[src/rtl/keypad_matrix_scan_if.sv]
// Keypad scanner signal bundle: column sense in, row drive and debounced key code out.
interface keypad_matrix_scan_if;
  logic [3:0]  col_in;
  logic [3:0]  row_out;
  logic [15:0] onehot;
  logic        key_press;
  logic        key_release;

  modport master (output col_in, input row_out, onehot, key_press, key_release);
  modport slave  (input col_in, output row_out, onehot, key_press, key_release);
endinterface

[src/rtl/keypad_matrix_scan.sv]
// 4x4 active-low keypad scanner: row sequencing, per-frame multi-key rejection,
// frame-count debounce and one-cycle press/release pulses.
module keypad_matrix_scan #(
  parameter int SCAN_DIV        = 50000,
  parameter int DEBOUNCE_FRAMES = 4
) (
  input  logic               clk,
  input  logic               rst_n,
  keypad_matrix_scan_if.slave kp
);
  localparam int DIV_W = $clog2(SCAN_DIV);
  localparam int STB_W = $clog2(DEBOUNCE_FRAMES + 1);
  localparam logic [DIV_W-1:0] DIV_LAST = DIV_W'(SCAN_DIV - 1);
  localparam logic [STB_W-1:0] STB_MAX  = STB_W'(DEBOUNCE_FRAMES);

  logic [DIV_W-1:0] div_cnt;
  logic [1:0]       row;
  logic [1:0]       row_next;
  logic [11:0]      frame;
  logic [15:0]      frame_full;
  logic [15:0]      frame_val;
  logic [15:0]      cand;
  logic [15:0]      cand_next;
  logic [15:0]      onehot_q;
  logic [STB_W-1:0] stable;
  logic [STB_W-1:0] stable_next;
  logic             slot_end;

  // Row 3 is never stored: its columns are merged straight into the completed frame.
  always_comb begin
    slot_end   = (div_cnt == DIV_LAST);
    row_next   = row + 2'd1;
    frame_full = {~kp.col_in, frame};
    frame_val  = ($countones(frame_full) == 1) ? frame_full : 16'h0000;
    if (frame_val != cand) begin
      cand_next   = frame_val;
      stable_next = STB_W'(1);
    end else begin
      cand_next   = cand;
      stable_next = (stable == STB_MAX) ? stable : stable + STB_W'(1);
    end
  end

  always_ff @(posedge clk) begin
    if (!rst_n) begin
      div_cnt        <= '0;
      row            <= 2'd0;
      frame          <= '0;
      cand           <= '0;
      stable         <= '0;
      onehot_q       <= '0;
      kp.row_out     <= 4'b1110;
      kp.onehot      <= '0;
      kp.key_press   <= 1'b0;
      kp.key_release <= 1'b0;
    end else begin
      // Pulses trail the onehot update by one cycle.
      kp.key_press   <= (kp.onehot != onehot_q) && (kp.onehot != 16'h0000);
      kp.key_release <= (kp.onehot != onehot_q) && (kp.onehot == 16'h0000);
      onehot_q       <= kp.onehot;

      if (slot_end) begin
        div_cnt    <= '0;
        row        <= row_next;
        kp.row_out <= ~(4'b0001 << row_next);
        case (row)
          2'd0: frame[3:0]  <= ~kp.col_in;
          2'd1: frame[7:4]  <= ~kp.col_in;
          2'd2: frame[11:8] <= ~kp.col_in;
          default: begin
            frame  <= '0;
            cand   <= cand_next;
            stable <= stable_next;
            if (stable_next == STB_MAX && cand_next != kp.onehot)
              kp.onehot <= cand_next;
          end
        endcase
      end else begin
        div_cnt <= div_cnt + DIV_W'(1);
      end
    end
  end
endmodule
[src/flat_wrapper.sv]
// flat-port wrapper written by rule: the top's interface ports become plain ports
module keypad_matrix_scan_flat 
#(
  parameter int SCAN_DIV        = 50000,
  parameter int DEBOUNCE_FRAMES = 4
)
  (clk, rst_n, kp_col_in, kp_row_out, kp_onehot, kp_key_press, kp_key_release);
  keypad_matrix_scan_if kp_i ();
  input  logic clk;
  input  logic rst_n;
  input wire logic [$bits(kp_i.col_in)-1:0] kp_col_in;
  output wire logic [$bits(kp_i.row_out)-1:0] kp_row_out;
  output wire logic [$bits(kp_i.onehot)-1:0] kp_onehot;
  output wire logic [$bits(kp_i.key_press)-1:0] kp_key_press;
  output wire logic [$bits(kp_i.key_release)-1:0] kp_key_release;
  assign kp_i.col_in = kp_col_in;
  assign kp_row_out = kp_i.row_out;
  assign kp_onehot = kp_i.onehot;
  assign kp_key_press = kp_i.key_press;
  assign kp_key_release = kp_i.key_release;
  keypad_matrix_scan #(.SCAN_DIV(SCAN_DIV), .DEBOUNCE_FRAMES(DEBOUNCE_FRAMES)) u_core (.clk(clk), .rst_n(rst_n), .kp(kp_i));
endmodule
[config.mk]
export PLATFORM = sky130hd
export DESIGN_NAME = keypad_matrix_scan_flat
export DESIGN_NICKNAME = d
export VERILOG_FILES = /design/src/rtl/keypad_matrix_scan_if.sv /design/src/rtl/keypad_matrix_scan.sv /design/src/flat_wrapper.sv
export SDC_FILE = /design/constraint.sdc
export NUM_CORES = 1
export LEC_CHECK = 0
export BUFFER_PORTS_ARGS = -buffer_cell sky130_fd_sc_hd__buf_4
export CORE_MARGIN = 3
export CORE_UTILIZATION = 55
export DETAILED_ROUTE_END_ITERATION = 16
export HOLD_SLACK_MARGIN = 0.05
export PLACE_DENSITY = 0.76
export SLEW_MARGIN = 20
export SYNTH_ARGS = -nofsm -noshare
export SYNTH_HDL_FRONTEND = slang
export SYNTH_SLANG_ARGS = --single-unit
[constraint.sdc]
create_clock -name clk -period 5.2 [get_ports clk]
set_input_delay 0.26 -clock clk [delete_from_list [all_inputs] [get_ports clk]]
set_output_delay 0.26 -clock clk [all_outputs]
set_load 0.01 [all_outputs]
==> metrics.md <==
| Metric | Value |
|---|---|
| WHS | 266 ps |
| Clock root cell | clkbuf_8 |
| Count leader, synth | dfxtp_1 |
| Top_reg_cell synth | dfxtp_1 |
| Reg2Reg Setup Slack | -190 ps |
| Critical path arrival | 5640 ps |
| Final core occ | 0.687 |
| CTS Sinks | 87 |
| Minimum clock period | 5390 ps |
| Fraction of registers with async set/reset | 0 |
| Setup WS post-layout | -186 ps |
| P&R area growth vs syn | 18.0% |
| Clk slew on worst S/H paths | 90 ps |
| DP HPWL | 8790 um |
| Failing checks | setup timing |
| Via count | 4299 |
| Crit Path Class | flop to flop |
| Static leakage | 0.00251 uW |
| Global Route Usage Sum | 0.252 |
| Crit-path max FO | 5 |
| Initial antenna violation count | 0 |
| Ant. Diodes | 0 |
| Die ar. | 10100 um2 |
| # IOs | 28 |
| Synth cell count leaders | dfxtp_1, nand2_1, nor2_1 |
| Die X | 100 um |
| Final WL | 12200 um |
| Syn. warnings | 0 |
| Worst r2r src | u_core.frame[0] |
| Distinct cells, synth | 53 |
| Synth top area share | 0.355 |
| Sequential share of the synthesized area | 0.355 |
| Flop and latch count out of synthesis | 87 |
| First-pass GRT wire length | 20200 um |
| Synth Instances | 577 |
| Clock buffer count from CTS | 9 |
| Largest net degree at the start of global routing | 36 |
| Port Buffers | 27 |
| Cell area after synthesis | 4900 um2 |
| Unrepaired setup endpoints after global routing | true |
| Slew headroom | 0.490 |
| DR pass1 iterations | 5 |
| Max Freq | 186 MHz |
| Top post-synthesis cells by area | dfxtp_1, ha_1, xor2_1, nand2_1, fa_1 |
| Pins Over Slew Limit | 0 |
| Synth area leader | dfxtp_1 |
| Synthesized net count | 617 |
| Average wire per standard cell | 16.7 um |
| Worst Reg2Reg Path Length in Cells | 18 |
| Final net count | 661 |
| Worst skew pair latency | 360 ps |
| Iteration-0 DRC Markers | 367 |
| Total power | 1340 uW |
| Critical Path Start Type | flop |
| Status | complete, but fails checks |
| Syn_area_per_cell | 8.50 um2 |
| Post-synth EDFFs | 0 |
| Final Skew | 9.72 ps |
| # fillers | 692 |
| Max-cap violations | 0 |
| Chip height | 100 um |
| Crit path required time | 5450 ps |
| RR Endpoint | u_core.kp.onehot[13] |
| Routed vias/inst | 5.88 |
| Vias in the first global route | 4096 |
| Bufs on Longest Clock Path | 2 |
| Residual DRC | 0 |
| Hold Startpoint | rst_n |
| CTS tree | yes |
| Fin crit share | 1.04 |
| H-tree Lvls | 3 |
| Num rows | 33 |
| Hold Path Cell Cnt | 2 |
| Slew of the pin with the lowest slew margin | 763 ps |
| Pwr/cell area | 231 nW/um2 |
| Peak supply drop | 0.188 mV |
| Routability congestion estimate from global placement | 0.910 |
| Final setup violation count | 18 |
| Fin. Hold Viols | 0 |
| Initial Util | 0.582 |
| Setup crit end kind | flop |
| Remaining global-route overflow | 0 |
| Share of layout cells above drive strength 1 | 0.216 |
| ANT nets after route | 0 |
| Hold Crit Endpoint | u_core.kp.row_out[2] |
| Core area | 8420 um2 |
| Hold crit path type | primary input to flop |
| CTS Hold Buffers Added | 0 |
==> where the power goes <==
part | internal [uW] | leakage (uW) | switching, uW
combinational | 65.3 | 0.00170 | 96.7
sequential | 667 | 0.000705 | 1.62
clock | 252 | 0.000106 | 252
total | 984 | 0.00251 | 351
==> metrics by stage <==
step | cells | worst slack (ps) | cell area [um2] | setup TNS [ps]
floorplan | 577 | 13.3 | 5040 | 0
global placement | 710 | -135 | 5450 | -1730
detailed placement | 710 | -264 | 5450 | -3790
CTS | 731 | -175 | 5770 | -1950
global route | 731 | -343 | 5790 | -4960
finish | 731 | -186 | 5790 | -1890
==> cell usage in the layout (no fill, tap or decap), drive strengths merged, types with 8 or more instances in the layout <==
master	count
a31oi	16
xor2	31
nor3	22
fa	11
nand2	66
nand4	9
inv	42
a21oi	33
nor2	48
xnor2	16
buf	67
dfxtp	87
and2	8
nand3	33
nand2b	8
clkbuf	11
ha	23
mux2i	12
==> final cells by class <==
cell class | count | area [um2] | area share
clock buffers | 11 | 151 | 0.0262
clock inverters | 5 | 63.8 | 0.0110
inverters | 41 | 159 | 0.0275
multi-input cells | 415 | 3000 | 0.519
flip-flops and latches | 87 | 1750 | 0.303
well taps | 105 | 131 | 0.0227
repair buffers | 67 | 527 | 0.0910
==> per-layer routing <==
metal / vias up / global-route usage / wire (um)
met1: 2059 / 0.358 / 5620
met3: 20 / 0.0382 / 764
met5: - / 0 / 0
met4: 0 / 0.0777 / 216
met2: 153 / 0.395 / 5590
li1: 2067 / - / -
==> kinds of logic (layout without fill, tap and decap cells) <==
group                      count (synthesis)  in the layout  synth area share
AOI/OAI and AO/OA                         85             85             0.115
xor gates and xnor gates                  47             47            0.0839
adders and majority gates                 34             34             0.104
buffers and inverters                     76            124            0.0643
DFF                                       87             87             0.355
muxes                                     17             17            0.0360
and+or+nand+nor                          231            232             0.243
==> registers in the layout (all words and copies together) (netlist names) <==
register and flops:
u_core.kp.onehot 16, u_core.onehot_q 16, u_core.kp.key_press 1, u_core.cand 16, u_core.row 2, u_core.frame 12
u_core.div_cnt 16, u_core.kp.row_out 4, u_core.stable 3, u_core.kp.key_release 1
==> what timing repair did <==
action | in CTS | in global routing
cloned | 1 | 0
endpoints found under the setup margin | 18 | 20
pin swaps | 6 | 1
setup buffers | 4 | 1
gates resized for setup | 21 | 7
==> critical path: stages (launching register included) <==
cell and delay, ps:
dfxtp_2 370, ha_4 130, inv_2 30, fa_1 510, fa_1 520, fa_1 520, inv_1 50, fa_1 440
ha_2 210, fa_1 500, nor4b_4 380, and2_4 270, buf_6 110, and4_1 190, o22a_1 160, nand4_1 150
o2111ai_4 300, buf_12 160, mux2_4 290
==> how the worst max path moves through the flow <==
stage	start	to	slack, ps	cells after the start
global placement	kp_col_in[0]	u_core.kp.onehot[11]	-140	19
floorplan	u_core.frame[6]	u_core.kp.onehot[12]	10	17
finish	u_core.frame[0]	u_core.kp.onehot[13]	-190	18
CTS	u_core.frame[3]	u_core.kp.onehot[13]	-180	18
detailed placement	kp_col_in[1]	u_core.kp.onehot[8]	-260	19
global route	u_core.frame[0]	u_core.kp.onehot[13]	-340	17
Power figures use the tool's default switching activity.
